==> config.mk <==
export PLATFORM = sky130hd
export DESIGN_NAME = sr_lock_arbiter
export DESIGN_NICKNAME = d
export VERILOG_FILES = /design/src/rtl/sr_lock_arbiter.sv
export SDC_FILE = /design/constraint.sdc
export NUM_CORES = 1
export LEC_CHECK = 0
export BUFFER_PORTS_ARGS = -buffer_cell sky130_fd_sc_hd__buf_2
export CAP_MARGIN = 10
export CORE_MARGIN = 2
export CORE_UTILIZATION = 30
export DETAILED_ROUTE_END_ITERATION = 10
export GPL_ROUTABILITY_DRIVEN = 0
export MAX_ROUTING_LAYER = met4
export PLACE_DENSITY = 0.48
export SLEW_MARGIN = 20
export SYNTH_ARGS = -nofsm -noshare
export SYNTH_HDL_FRONTEND = slang
export SYNTH_SLANG_ARGS = --single-unit
export TNS_END_PERCENT = 50
==> constraint.sdc <==
create_clock -name CLK -period 2.95 [get_ports CLK]
set_input_delay 0.59 -clock CLK [delete_from_list [all_inputs] [get_ports CLK]]
set_output_delay 0.59 -clock CLK [all_outputs]
set_load 0.03 [all_outputs]
==> src/rtl/sr_lock_arbiter.sv <==
`default_nettype none
// ============================================================================
// Module   : sr_lock_arbiter
// Purpose  : Round-robin arbiter that shares one external cross-coupled NAND SR
//            latch, used as a hardware lock flag, between N_REQ requesters.
//            Drives timed active-low set/reset pulses and confirms each
//            transition by sampling the latch's Q/Qbar readback.
// Options  : define SR_LOCK_ARB_HOLD_TIMEOUT_EN to bound ownership to
//            HOLD_MAX cycles. A preempted requester must then drop its request
//            before it can win again.
// Revision : 1.0 - initial release
// ============================================================================
module sr_lock_arbiter #(
  parameter int N_REQ         = 4,
  parameter int PULSE_CYCLES  = 2,
  parameter int SETTLE_CYCLES = 2,
  parameter int HOLD_MAX      = 16
) (
  input  logic             CLK,
  input  logic             RESET,
  input  logic [N_REQ-1:0] req,
  input  logic             latch_q,
  input  logic             latch_qbar,
  output logic [N_REQ-1:0] grant,
  output logic             latch_sbar,
  output logic             latch_rbar,
  output logic             busy,
  output logic             err
);

  localparam int c_MAX_PS  = (PULSE_CYCLES > SETTLE_CYCLES) ? PULSE_CYCLES : SETTLE_CYCLES;
  localparam int c_MAX_CNT = (c_MAX_PS > HOLD_MAX) ? c_MAX_PS : HOLD_MAX;
  localparam int c_CNT_W   = $clog2(c_MAX_CNT + 1);
  localparam int c_PTR_W   = $clog2(N_REQ);

  localparam logic [c_CNT_W-1:0] c_PULSE_LAST  = c_CNT_W'(PULSE_CYCLES - 1);
  localparam logic [c_CNT_W-1:0] c_SETTLE_LAST = c_CNT_W'(SETTLE_CYCLES - 1);

  typedef enum logic [3:0] {
    S_INIT_CLR = 4'd0,
    S_INIT_W   = 4'd1,
    S_IDLE     = 4'd2,
    S_SET_P    = 4'd3,
    S_SET_W    = 4'd4,
    S_OWNED    = 4'd5,
    S_CLR_P    = 4'd6,
    S_CLR_W    = 4'd7,
    S_FAULT    = 4'd8
  } state_t;

  state_t               r_state;
  state_t               w_state_next;
  logic [c_CNT_W-1:0]   r_cnt;
  logic [c_PTR_W-1:0]   r_owner;
  logic [c_PTR_W-1:0]   w_owner_next;
  logic [c_PTR_W-1:0]   r_rr_ptr;
  logic [c_PTR_W-1:0]   w_ptr_next;
  logic [c_PTR_W-1:0]   w_owner_inc;
  logic [N_REQ-1:0]     w_eligible;
  logic [N_REQ-1:0]     w_owner_oh;
  logic                 w_found;
  logic [c_PTR_W-1:0]   w_pick;
  int                   w_idx;
  logic                 w_latch_set;
  logic                 w_latch_clr;
  logic [N_REQ-1:0]     w_grant_d;
  logic                 w_sbar_d;
  logic                 w_rbar_d;
  logic                 w_busy_d;
  logic                 w_err_d;

  assign w_owner_inc = (r_owner == c_PTR_W'(N_REQ - 1)) ? '0 : r_owner + c_PTR_W'(1);
  assign w_owner_oh  = {{(N_REQ-1){1'b0}}, 1'b1} << r_owner;
  assign w_latch_set = latch_q & ~latch_qbar;
  assign w_latch_clr = ~latch_q & latch_qbar;

`ifdef SR_LOCK_ARB_HOLD_TIMEOUT_EN
  localparam logic [c_CNT_W-1:0] c_HOLD_LAST = c_CNT_W'(HOLD_MAX - 1);

  logic [N_REQ-1:0] r_mask;
  logic             w_timeout;

  assign w_eligible = req & ~r_mask;

  // A preempted requester stays masked until it lets its request fall.
  always_ff @(posedge CLK) begin
    if (RESET) begin
      r_mask <= '0;
    end else begin
      r_mask <= (r_mask & req) | (w_timeout ? w_owner_oh : '0);
    end
  end
`else
  assign w_eligible = req;
`endif

  // Round-robin pick: lowest offset from rr_ptr wins, so scan downward and let
  // later (closer) hits overwrite earlier ones.
  always_comb begin
    w_found = 1'b0;
    w_pick  = '0;
    w_idx   = 0;
    for (int i = N_REQ - 1; i >= 0; i--) begin
      w_idx = int'(r_rr_ptr) + i;
      if (w_idx >= N_REQ) w_idx = w_idx - N_REQ;
      if (w_eligible[w_idx[c_PTR_W-1:0]]) begin
        w_found = 1'b1;
        w_pick  = w_idx[c_PTR_W-1:0];
      end
    end
  end

  // Next-state selection and Moore decode of the outputs from the current state.
  always_comb begin
    w_state_next = r_state;
    w_owner_next = r_owner;
    w_ptr_next   = r_rr_ptr;
`ifdef SR_LOCK_ARB_HOLD_TIMEOUT_EN
    w_timeout    = 1'b0;
`endif
    case (r_state)
      S_INIT_CLR: if (r_cnt == c_PULSE_LAST) w_state_next = S_INIT_W;
      S_INIT_W: begin
        if (r_cnt == c_SETTLE_LAST) w_state_next = w_latch_clr ? S_IDLE : S_FAULT;
      end
      S_IDLE: begin
        if (w_found) begin
          w_owner_next = w_pick;
          w_state_next = S_SET_P;
        end
      end
      S_SET_P: if (r_cnt == c_PULSE_LAST) w_state_next = S_SET_W;
      S_SET_W: begin
        if (r_cnt == c_SETTLE_LAST) begin
          if (!w_latch_set) begin
            w_state_next = S_FAULT;
          end else if (req[r_owner]) begin
            w_state_next = S_OWNED;
          end else begin
            // Requester gave up while the lock was being taken: release it
            // without ever granting, but still rotate priority.
            w_state_next = S_CLR_P;
            w_ptr_next   = w_owner_inc;
          end
        end
      end
      S_OWNED: begin
        if (!req[r_owner]) begin
          w_state_next = S_CLR_P;
          w_ptr_next   = w_owner_inc;
        end
`ifdef SR_LOCK_ARB_HOLD_TIMEOUT_EN
        else if (r_cnt == c_HOLD_LAST) begin
          w_state_next = S_CLR_P;
          w_ptr_next   = w_owner_inc;
          w_timeout    = 1'b1;
        end
`endif
      end
      S_CLR_P: if (r_cnt == c_PULSE_LAST) w_state_next = S_CLR_W;
      S_CLR_W: begin
        if (r_cnt == c_SETTLE_LAST) w_state_next = w_latch_clr ? S_IDLE : S_FAULT;
      end
      S_FAULT: w_state_next = S_FAULT;
      default: w_state_next = S_FAULT;
    endcase

    w_grant_d = (r_state == S_OWNED) ? w_owner_oh : '0;
    w_sbar_d  = (r_state != S_SET_P);
    w_rbar_d  = (r_state != S_INIT_CLR) && (r_state != S_CLR_P);
    w_busy_d  = (r_state != S_IDLE) && (r_state != S_FAULT);
    w_err_d   = (r_state == S_FAULT);
  end

  // State, shared pulse/wait/hold counter (cleared on every state entry) and
  // registered outputs.
  always_ff @(posedge CLK) begin
    if (RESET) begin
      r_state    <= S_INIT_CLR;
      r_cnt      <= '0;
      r_owner    <= '0;
      r_rr_ptr   <= '0;
      grant      <= '0;
      latch_sbar <= 1'b1;
      latch_rbar <= 1'b1;
      busy       <= 1'b1;
      err        <= 1'b0;
    end else begin
      r_state    <= w_state_next;
      r_cnt      <= (w_state_next != r_state) ? '0 : r_cnt + c_CNT_W'(1);
      r_owner    <= w_owner_next;
      r_rr_ptr   <= w_ptr_next;
      grant      <= w_grant_d;
      latch_sbar <= w_sbar_d;
      latch_rbar <= w_rbar_d;
      busy       <= w_busy_d;
      err        <= w_err_d;
    end
  end

endmodule
`default_nettype wire

* After elaboration in Yosys (flattened, before gate mapping)
Index checks and enable logic that the tools add are counted.
Widths: inputs -> output; s select.
** Storage, ports and cells
- Word-level logic and storage cells :: 98
- Flip-flop bits (word level) :: 21
** Operators by class
- Order comparisons :: 9
- Multiplexer cells :: 38
- Eq/ne operators :: 17
- Bitwise logic cells :: 5
- $add $sub $neg :: 9
- Shift operators :: 1
- Reduce and logical (&&, ||, !) cells :: 10
** Operators by type and width (count)
- $mux 4 :: 9
- $pmux 4 s7 :: 1
- $mux 2 :: 13
- $eq 4x3->1 const B :: 4
- $lt 2x3->1 const B :: 5
- $bmux 1 s2 :: 5
- $ge 3x3->1 const B :: 3
- $mux 1 :: 9
- $eq 4x2->1 const B :: 2
- $ne 4x2->1 const B :: 2
- $sub 2x1->2 const B :: 4
- $add 2x2->3 const B :: 2
- $reduce_or 2->1 :: 3
- $add 5x1->5 const B :: 1
- $eq 5x1->1 const B :: 1
- $eq 4x1->1 const B :: 1
- $eq 4x4->1 const B :: 1
- $logic_not 4->1 :: 1
- $ne 2x2->1 const B :: 2
- $ne 4x3->1 const B :: 1
- $ne 4x4->1 :: 1
- $ne 4x4->1 const B :: 1
- $pmux 2 s2 :: 1
- $reduce_bool 4->1 :: 1
- 11 further kinds :: 15

* Logic depth before layout (Yosys ltp)
Gate-level depths: netlist of the first run.
- Word-level depth :: 13
- Mapped depth :: 8
- Depth with buffers taken out :: 7

* Least setup slack after synthesis of the first run
No wires, ideal clock.
- Path type :: input port to flip-flop
- From :: in req[3]
- To :: reg r_rr_ptr[0]
- Arrival time :: 2.114 ns
- Setup slack :: 0.769 ns
- Setup time :: 0.067 ns
- Stages :: 5
- Path through :: mux4_2 or4_1 buf_2 or3_1 a21oi_2
** On the way
- Word-level cells in the longest chain between the ends :: 6
** Ends and longest elaborated chain
- from (decl) :: RTL line 21 : input logic [N_REQ-1:0] req,
- $bmux 1 s2 * :: RTL line 137, 148
- $mux 1 (not written as such) * :: RTL line 137, 148
- $mux 2 *
- $mux 2 (2 in a row)
- $pmux 2 s2 *
- to (signal assigned) :: RTL line 192 : r_rr_ptr <= w_ptr_next;
- to (decl) :: RTL line 56 : logic [c_PTR_W-1:0] r_rr_ptr;
Mark *: on every way between the ends. The rest lies on a longest branch, timed or not. The select of a mux whose other input is x is not followed.
A chain may end at the register's enable or synchronous reset.

* Final worst setup path of the first run
- From :: reg r_cnt[0]
- To :: reg r_cnt[4]
** On the way
- Word-level cells in the longest chain between the ends :: 5
- Elaborated cells on any way between the ends :: 10
** Ends and longest elaborated chain
- from (decl) :: RTL line 53 : logic [c_CNT_W-1:0] r_cnt;
- from (signal assigned) :: RTL line 190 : r_cnt <= (w_state_next != r_state) ? '0 : r_cnt + c_CNT_W'(1);
- $eq 5x1->1
- $mux 4 (on tied branches)
- $pmux 4 s7 :: RTL line 121 : case (r_state)
- $ne 4x4->1 :: RTL line 190
- $reduce_or 2->1 (no line)
Several ways; a longest one is shown, not always the timed one.

==> results of run 1 <==
## sequential cells by signal (all words and copies together) (netlist names)
name	flops
r_cnt	5
grant	4
r_state	4
r_owner	2
r_rr_ptr	2
busy	1
err	1
latch_rbar	1
latch_sbar	1
## metrics by stage
step / worst slack, ps / hold WS [ps] / util, % / power (mW) / area (µm²)
floorplan: 769 / 454 / - / 0.544 / 1100
global placement: 603 / 478 / 34.0 / 0.612 / 1230
detailed placement: 573 / 485 / 34.0 / 0.611 / 1230
CTS: 657 / 499 / 35.3 / 0.801 / 1270
global route: 515 / 531 / 35.3 / 0.860 / 1270
finish: 664 / 497 / 35.3 / 0.795 / 1270
## worst reg2reg max path, cell delays in order, from the launching register on
cell and delay [ps]:
dfxtp_1 380, ha_1 190, or4b_1 500, or4_1 530, o221ai_1 450, nor3_1 120
## placed cells by master, fill, tap and decap left out, types with 3 or more instances in the layout
master | synthesis | final
clkbuf_8 | 0 | 3
nand2b_1 | 4 | 4
o21ai_0 | 5 | 5
a21oi_1 | 9 | 9
nor2_1 | 15 | 15
nor3_1 | 8 | 8
nand3_1 | 4 | 4
nand2_1 | 10 | 10
xor2_1 | 4 | 4
inv_1 | 5 | 5
and3_1 | 4 | 4
ha_1 | 3 | 3
mux2i_1 | 3 | 3
buf_2 | 1 | 15
dfxtp_1 | 21 | 21
or4_1 | 3 | 3
nor2b_1 | 4 | 4
## path summary, 6_finish.rpt
check / startpoint / end / slack [ps] / cells after the start
max: r_cnt[0] / r_cnt[4] / 660 / 5
max reg2reg: r_cnt[0] / r_cnt[4] / 660 / 5
min: r_rr_ptr[0] / r_rr_ptr[0] / 500 / 2
min reg2reg: r_rr_ptr[0] / r_rr_ptr[0] / 500 / 2
## cell families (layout without fill, tap and decap cells)
| logic type | after synthesis | in the layout | share of synthesized area [%] |
|---|---|---|---|
| AND/OR/NAND/NOR | 60 | 60 | 28.6 |
| AO/OA/AOI/OAI | 29 | 29 | 17.0 |
| flip-flops | 21 | 21 | 38.1 |
| buffers and inverters | 12 | 26 | 4.19 |
| XOR/XNOR | 5 | 5 | 3.97 |
| multiplexers | 4 | 4 | 4.76 |
| adder cells (fa/ha/maj) | 3 | 3 | 3.40 |
## final cells by class
type	instances	area share, %
Clock buffer	4	3.54
Tap cell	48	4.72
Sequential cell	21	33.1
Timing Repair Buffer	17	7.09
Multi-Input combinational cell	101	50.1
Inverter	5	1.48
## per-layer routing
metal | GRT usage, % | up-vias | wire length [µm] | share of wire [%]
met4 | 4.26 | 0 | 27 | 1.1
li1 | - | 506 | - | -
met1 | 14.9 | 465 | 1150 | 48
met5 | - | - | 0 | 0
met2 | 21.2 | 23 | 1120 | 47
met3 | 2.60 | 4 | 77 | 3.2
## power groups by stage
stage	registers [mW]	clock network [mW]	logic [mW]
2_1_floorplan	0.357	0	0.187
3_3_place_gp	0.369	0	0.243
3_5_place_dp	0.369	0	0.242
4_1_cts	0.362	0.196	0.243
5_1_grt	0.371	0.215	0.274
6_report	0.365	0.187	0.243
==> metrics.md, run 1 <==
| Metric | Value |
|---|---|
| Die area | `roughly 4200 µm²` |
| Register area | `420 µm²` |
| Clk buf depth | `2` |
| Post-Place Cells | `roughly 190` |
| Achievable Freq | `about 440 MHz` |
| Number of max-cap violations | `0` |
| Register bit total from synthesis | `21` |
| First-pass GRT wire length | `4.06 mm` |
| Setup violations, final | `0` |
| Headroom to the max-slew limit | `66.6%` |
| Post-Syn Nets | `approximately 150` |
| Warning count from the yosys run | `0` |
| Clock Skews | `roughly 1.8 ps` |
| Crit path launch type | `flop` |
| Multi-input logic area | `637 µm²` |
| Post-cts sizing count | `0` |
| Area Growth Syn to Fin | `15.2%` |
| Worst setup path class | `reg -> reg` |
| Worst slew pin tran | `501 ps` |
| Vias in the first global route | `925` |
| Worst path bufs/invs | `0` |
| Worst-Skew Late Latency | `around 260 ps` |
| Die Y | `64.7 µm` |
| FILL cells | `391` |
| Worst path max stage delay | `530 ps` |
| Via count | `about 1000` |
| Combinational Power Share | `~31%` |
| Top post-synthesis cells by area | `dfxtp_1 38%, nor2_1 5.1%, a21oi_1 4.1%, nor3_1 3.6%, ha_1 3.4%` |
| Post-Route WL | `2.37 mm` |
| Setup crit end kind | `flop` |
| 1st-pass router iterations | `4` |
| Final #Nets | `160` |
| RSZ-0062 raised after global routing | `false` |
| Distinct cell type count of the synthesized netlist | `40` |
| Pwr/cell area | `approximately 630 nW/µm²` |
| Worst path slowest cell | `or4_1` |
| Switch Pwr | `0.284 mW` |
| Max-slew violations | `0` |
| N_diodes | `0` |
| Drt wl/cell | `12.1 µm` |
| Worst Hold Class | `reg -> reg` |
| I/O Buffers | `15` |
| Worst path top cell family by delay | `simple AND/OR/NAND/NOR gates` |
| Sequential fraction of the synthesis area | `a little under two fifths` |
| Worst-path clk slew | `70 ps` |
| Core area | `3610 µm²` |
| Clk network pwr share | `23.5%` |
| H-tree depth | `1` |
| Ys flop type | `dfxtp_1` |
| Cell with the most instances after synthesis | `dfxtp_1` |
| Final Hold Viols | `0` |
| Final Non-Filler Cells | `roughly 200` |
| Cells after Synth | `134` |
| Starting DRC count in detailed routing | `72` |
| Post-synth ARST share | `0%` |
| Pin count of the biggest net entering global routing | `16` |
| Largest area contributor in the synthesized netlist | `dfxtp_1` |
| Vias per inst | `5.09` |
| Num rows | `22` |
| Total GRT Usage | `12.5%` |
| Initial Util | `30.6%` |
| Period minus WS final | `2290 ps` |
| Initial antenna violation count | `0` |
| Remaining DRCs | `0` |
| CTS sink count | `21` |
| Num CTS Buffers | `3` |
| Global route total overflow | `0` |
| Final TNS setup | `0 ps` |
| Postcts setup bufs | `0` |
| Post-synth top cells | `21 x dfxtp_1, 15 x nor2_1, 10 x nand2_1` |
| Top-area cell type share of the netlist area | `a little under two fifths` |
| Critical path peak fanout | `5` |
| Leak | `0.522 nW` |
| CTS tree | `built` |
| CTS Root Cell | `clkbuf_8` |
| Critical path, cell by cell | `ha_1, or4b_1, or4_1, o221ai_1, nor3_1` |
| Routed Antenna Nets | `0` |
| Worst IR Drop VDD | `260 µV` |
| WP data required | `3080 ps` |
| Die width | `between 60 and 70 µm` |
| I/O pin count | `16` |
| Number of synthesized flops with an enable pin | `0` |
| Data arrival, critical path | `2410 ps` |
| Net Sw Frac | `35.8%` |
| Internal Power | `0.511 mW` |
| Sequential share of power | `45.9%` |
| Layout cell share with drive strength beyond 1 | `16.2%` |
| Post-Syn Area | `about 1100 µm²` |
| Hold buffer count at CTS | `0` |
| Final period util | `between 70% and 80%` |
| Synthesized area per cell | `8.24 µm²` |
| Status | `complete, no violations` |
| Dpl hpwl | `1.75 mm` |
Note: power is estimated with default switching activity, not from simulation.
==> run 2: changes to the inputs <==
--- a/config.mk
+++ b/config.mk
@@ -12,7 +12,7 @@
 export DETAILED_ROUTE_END_ITERATION = 10
 export GPL_ROUTABILITY_DRIVEN = 0
 export MAX_ROUTING_LAYER = met4
-export PLACE_DENSITY = 0.48
+export PLACE_DENSITY = 0.5
 export SLEW_MARGIN = 20
 export SYNTH_ARGS = -nofsm -noshare
 export SYNTH_HDL_FRONTEND = slang
==> constraint.sdc (replaced) <==
create_clock -name CLK -period 1.9 [get_ports CLK]
set_input_delay 0.38 -clock CLK [delete_from_list [all_inputs] [get_ports CLK]]
set_output_delay 0.38 -clock CLK [all_outputs]
set_load 0.03 [all_outputs]
==> metrics.md, run 2 (same netlist as run 1, synthesis figures left out) <==
| Metric | Value |
|---|---|
| Post-DP Area | `1410 µm²` |
| Worst-Skew Late Latency | `260 ps` |
| Failing checks | `setup timing` |
| I/O pin count | `16` |
| Hold EP | `r_owner[0]` |
| Period minus WS final | `1930 ps` |
| Reg2reg setup slack | `-30 ps` |
| Final TNS setup | `-97.3 ps` |
| Worst R2R Path Depth | `4` |
| Commonest non-fill, non-tap cell in the layout | `buf_4` |
| Final #Nets | `183` |
| Die area | `4180 µm²` |
| Num CTS Buffers | `3` |
| WP data required | `2100 ps` |
| Hold Path Stages | `2` |
| Worst IR Drop VDD | `403 µV` |
| Overall power | `1.51 mW` |
| Area Growth Syn to Fin | `39.8%` |
| FILL cells | `between 300 and 400` |
| Core area | `3610 µm²` |
| RR Startpoint | `r_owner[0]` |
| CTS sink count | `21` |
| Worst-path clk slew | `80 ps` |
| Top reg by flops | `r_cnt` |
| Worst setup path class | `reg -> reg` |
| Total GRT Usage | `14.9%` |
| Setup crit end kind | `flop` |
| Leak | `0.658 nW` |
| Final Cell Area | `1540 µm²` |
| Clk buf depth | `2` |
| Worst slack at placement | `-150 ps` |
| Critical path, cell by cell | `mux4_2, or4_4, or3_4, a21oi_2` |
| Initial Util | `30.6%` |
| Vias per inst | `5.07` |
| Dpl hpwl | `2.08 mm` |
| 1st-pass router iterations | `4` |
| Achievable Freq | `517 MHz` |
| Routed Antenna Nets | `0` |
| First-pass GRT wire length | `4.78 mm` |
| Most frequent cells in the layout | `25 x buf_4, 18 x dfxtp_1, 15 x nor2_1, 15 x buf_2, 10 x nand2_1` |
| Global route total overflow | `0` |
| Top Registers | `r_cnt x5, grant x4, r_state x4` |
| Final period util | `102%` |
| Clock Skews | `1.42 ps` |
| Die width | `around 65 µm` |
| Min-delay src | `RESET` |
| Drt wl/cell | `12.7 µm` |
| Critical path peak fanout | `3` |
| Crit path launch type | `flop` |
| Headroom to the max-slew limit | `around three quarters` |
| Post-Route WL | `2.77 mm` |
| Status | `finished with violations` |
| Vias in the first global route | `1086` |
| Multi-input logic area | `729 µm²` |
| CTS tree | `built` |
| Register area | `427 µm²` |
| Remaining DRCs | `0` |
| Max reg flops | `5` |
| Worst Hold Class | `in -> reg` |
| Initial antenna violation count | `0` |
| Worst path slowest cell | `mux4_2` |
| Pin count of the biggest net entering global routing | `12` |
| Hold buffer count at CTS | `0` |
| Starting DRC count in detailed routing | `55` |
| Max-slew violations | `0` |
| Worst path bufs/invs | `0` |
| Setup slack after layout | `-34.3 ps` |
| Via count | `roughly 1100` |
| Reg2reg end | `r_rr_ptr[0]` |
| CTS Root Cell | `clkbuf_8` |
| Worst slew pin tran | `around 370 ps` |
| N_diodes | `0` |
| H-tree depth | `1` |
| I/O Buffers | `15` |
| Die Y | `between 60 and 70 µm` |
| Number of max-cap violations | `0` |
| Num rows | `22` |
| Setup violations, final | `5` |
| Final Hold Viols | `0` |
| Worst path max stage delay | `~530 ps` |
| Worst path top cell family by delay | `simple AND/OR/NAND/NOR gates` |
| Pwr/cell area | `980 nW/µm²` |
| Data arrival, critical path | `2130 ps` |
| RSZ-0062 raised after global routing | `true` |
| Layout cell share with drive strength beyond 1 | `36.3%` |
## run 2: worst max path at each step
stage	start	end	slack [ps]	cells past startpoint
2_1_floorplan	r_owner[0]	r_rr_ptr[0]	-100	5
3_3_place_gp	req[3]	r_rr_ptr[0]	-100	5
3_5_place_dp	req[3]	r_rr_ptr[0]	-150	5
4_1_cts	r_owner[0]	r_rr_ptr[0]	-40	4
5_1_grt	r_cnt[1]	r_cnt[0]	-90	6
6_report	r_owner[0]	r_rr_ptr[0]	-30	4
## run 2: through the flow
stage / utilization (%) / instances / hold slack [ps]
6_report: 42.8 / 219 / 452
5_1_grt: 42.8 / 219 / 462
3_5_place_dp: 39.2 / 215 / 481
4_1_cts: 41.4 / 219 / 452
2_1_floorplan: - / 134 / 449
3_3_place_gp: 39.2 / 215 / 485
## run 2: cell type report
| class | instances | share of cell area [%] |
|---|---|---|
| Sequential cell | 21 | 27.7 |
| Multi-Input combinational cell | 101 | 47.3 |
| Inverter | 5 | 1.22 |
| Clock buffer | 4 | 2.92 |
| Timing Repair Buffer | 40 | 17.0 |
| Tap cell | 48 | 3.89 |
## run 2: power breakdown
part / internal, mW / total, mW / switching, mW
sequential: 0.492 / 0.531 / 0.0390
clock: 0.150 / 0.303 / 0.153
combinational: 0.339 / 0.679 / 0.339
total: 0.981 / 1.51 / 0.531
## run 2: routing by layer
metal / wire length (µm) / track usage [%] / vias up / part of all wire [%]
li1: - / - / 557 / -
met1: 1290 / 18.1 / 531 / 47
met2: 1400 / 25.9 / 21 / 51
met3: 73 / 1.56 / 2 / 2.6
met4: 2 / 4.79 / 0 / 0.072
met5: 0 / - / - / 0
## run 2: what timing repair did
item | CTS | global route
pin swaps | 7 | 4
buffers inserted | 0 | 0
setup endpoints to repair | 6 | 8
resized for setup | 7 | 10
==> run 3: changes to the inputs <==
--- a/config.mk
+++ b/config.mk
@@ -12,7 +12,7 @@
 export DETAILED_ROUTE_END_ITERATION = 10
 export GPL_ROUTABILITY_DRIVEN = 0
 export MAX_ROUTING_LAYER = met4
-export PLACE_DENSITY = 0.5
+export PLACE_DENSITY = 0.48
 export SLEW_MARGIN = 20
 export SYNTH_ARGS = -nofsm -noshare
 export SYNTH_HDL_FRONTEND = slang
==> constraint.sdc (replaced) <==
create_clock -name CLK -period 2.4 [get_ports CLK]
set_input_delay 0.48 -clock CLK [delete_from_list [all_inputs] [get_ports CLK]]
set_output_delay 0.48 -clock CLK [all_outputs]
set_load 0.03 [all_outputs]
==> metrics.md, run 3 (same netlist as run 1, synthesis figures left out) <==
| Metric | Value |
|---|---|
| Setup violations, final | `0` |
| Period minus WS final | `2150 ps` |
| Max reg flops | `5` |
| Initial antenna violation count | `0` |
| I/O Buffers | `15` |
| Pwr/cell area | `757 nW/µm²` |
| Worst Hold Class | `reg -> reg` |
| 1st-pass router iterations | `4` |
| Die Y | `64.7 µm` |
| Commonest non-fill, non-tap cell in the layout | `dfxtp_1` |
| RSZ-0062 raised after global routing | `false` |
| Worst path slowest cell | `or4_1` |
| Worst slew pin tran | `483 ps` |
| Worst-path clk slew | `70 ps` |
| Worst-Skew Late Latency | `approximately 260 ps` |
| Area Growth Syn to Fin | `20.0%` |
| I/O pin count | `16` |
| Dpl hpwl | `1.90 mm` |
| Max-slew violations | `0` |
| Core area | `3610 µm²` |
| Post-Route WL | `2.48 mm` |
| N_diodes | `0` |
| Clk buf depth | `2` |
| Top Registers | `r_cnt x5, grant x4, r_state x4` |
| Post-cts sizing count | `0` |
| Critical path, cell by cell | `ha_1, or4b_1, or4_1, o221ai_1, buf_4, nor3_1` |
| Critical path peak fanout | `5` |
| Starting DRC count in detailed routing | `73` |
| Top reg by flops | `r_cnt` |
| Headroom to the max-slew limit | `between 60% and 70%` |
| Drt wl/cell | `12.2 µm` |
| First-pass GRT wire length | `~4.3 mm` |
| Initial Util | `30.6%` |
| Vias in the first global route | `977` |
| Final Hold Viols | `0` |
| Total GRT Usage | `a little over an eighth` |
| Final TNS setup | `0 ps` |
| H-tree depth | `1` |
| CTS sink count | `21` |
| Clock Skews | `4.98 ps` |
| Worst IR Drop VDD | `347 µV` |
| Worst setup path class | `reg -> reg` |
| Post-Place Cells | `199` |
| Final Non-Filler Cells | `203` |
| Global route total overflow | `0` |
| Data arrival, critical path | `2290 ps` |
| Postcts setup bufs | `0` |
| Most frequent cells in the layout | `21 x dfxtp_1, 15 x nor2_1, 15 x buf_2, 10 x nand2_1` |
| Die area | `4180 µm²` |
| Setup crit end kind | `flop` |
| Via count | `1028` |
| Num CTS Buffers | `3` |
| Crit path launch type | `flop` |
| Status | `complete, no violations` |
| Num rows | `22` |
| Final #Nets | `roughly 170` |
| Final period util | `89.7%` |
| Vias per inst | `roughly 5` |
| CTS Root Cell | `clkbuf_8` |
| CTS tree | `built` |
| Die width | `64.7 µm` |
| Leak | `between 0.5 and 0.6 nW` |
| Hold buffer count at CTS | `0` |
| Worst path max stage delay | `530 ps` |
| Achievable Freq | `464 MHz` |
| Layout cell share with drive strength beyond 1 | `20.0%` |
| Number of max-cap violations | `0` |
| WP data required | `2530 ps` |
| Pin count of the biggest net entering global routing | `14` |
| Remaining DRCs | `0` |
| Routed Antenna Nets | `0` |
-- run 3: final timing paths --
path,start,endpoint,slack (ps),cells past startpoint
min,r_cnt[0],r_cnt[0],500,1
min reg2reg,r_cnt[0],r_cnt[0],500,1
max,r_cnt[0],r_cnt[3],250,6
max reg2reg,r_cnt[0],r_cnt[3],250,6
-- run 3: critical path: cells and delay by family, from the launching register on --
kind                     cells  cell delay, ps
AO/OA/AOI/OAI                1             210
buffers and inverters        1             170
AND/OR/NAND/NOR              3            1080
flip-flops                   1             380
adder cells (fa/ha/maj)      1             180
-- run 3: final cells by class --
cell class / instances / area (µm²)
inverters: 5 / 18.8
clock buffers: 4 / 45.0
repair buffers: 24 / 143
multi-input cells: 101 / 637
well taps: 48 / 60.1
flip-flops and latches: 21 / 420
fillers: 387 / 2280
-- run 3: power by group --
group / switching (mW) / leakage [nW] / total [mW] / internal, mW
Sequential: 0.0471 / 0.170 / 0.434 / 0.387
Clock: 0.110 / 0.0228 / 0.229 / 0.118
Combinational: 0.197 / 0.365 / 0.340 / 0.142
-- run 3: routing by layer --
| metal | global-route usage (%) | routed length (µm) | vias up |
|---|---|---|---|
| li1 | - | - | 524 |
| met1 | 17.8 | 1190 | 481 |
| met2 | 20.3 | 1160 | 19 |
| met3 | 2.26 | 85 | 4 |
| met4 | 5.59 | 34 | 0 |
| met5 | - | 0 | - |
-- run 3: per-stage QoR --
stage                     util [%]  power [mW]  setup slack [ps]  instance area, µm²  hold WS (ps)
final                         36.7        1.00               246                1320           496
after global routing          36.7        1.07              98.6                1320           532
after CTS                     36.7        1.01               237                1320           501
after detailed placement      35.5       0.782               207                1280           487
after global placement        35.5       0.776               236                1280           473
after floorplan                  -       0.669               321                1100           454
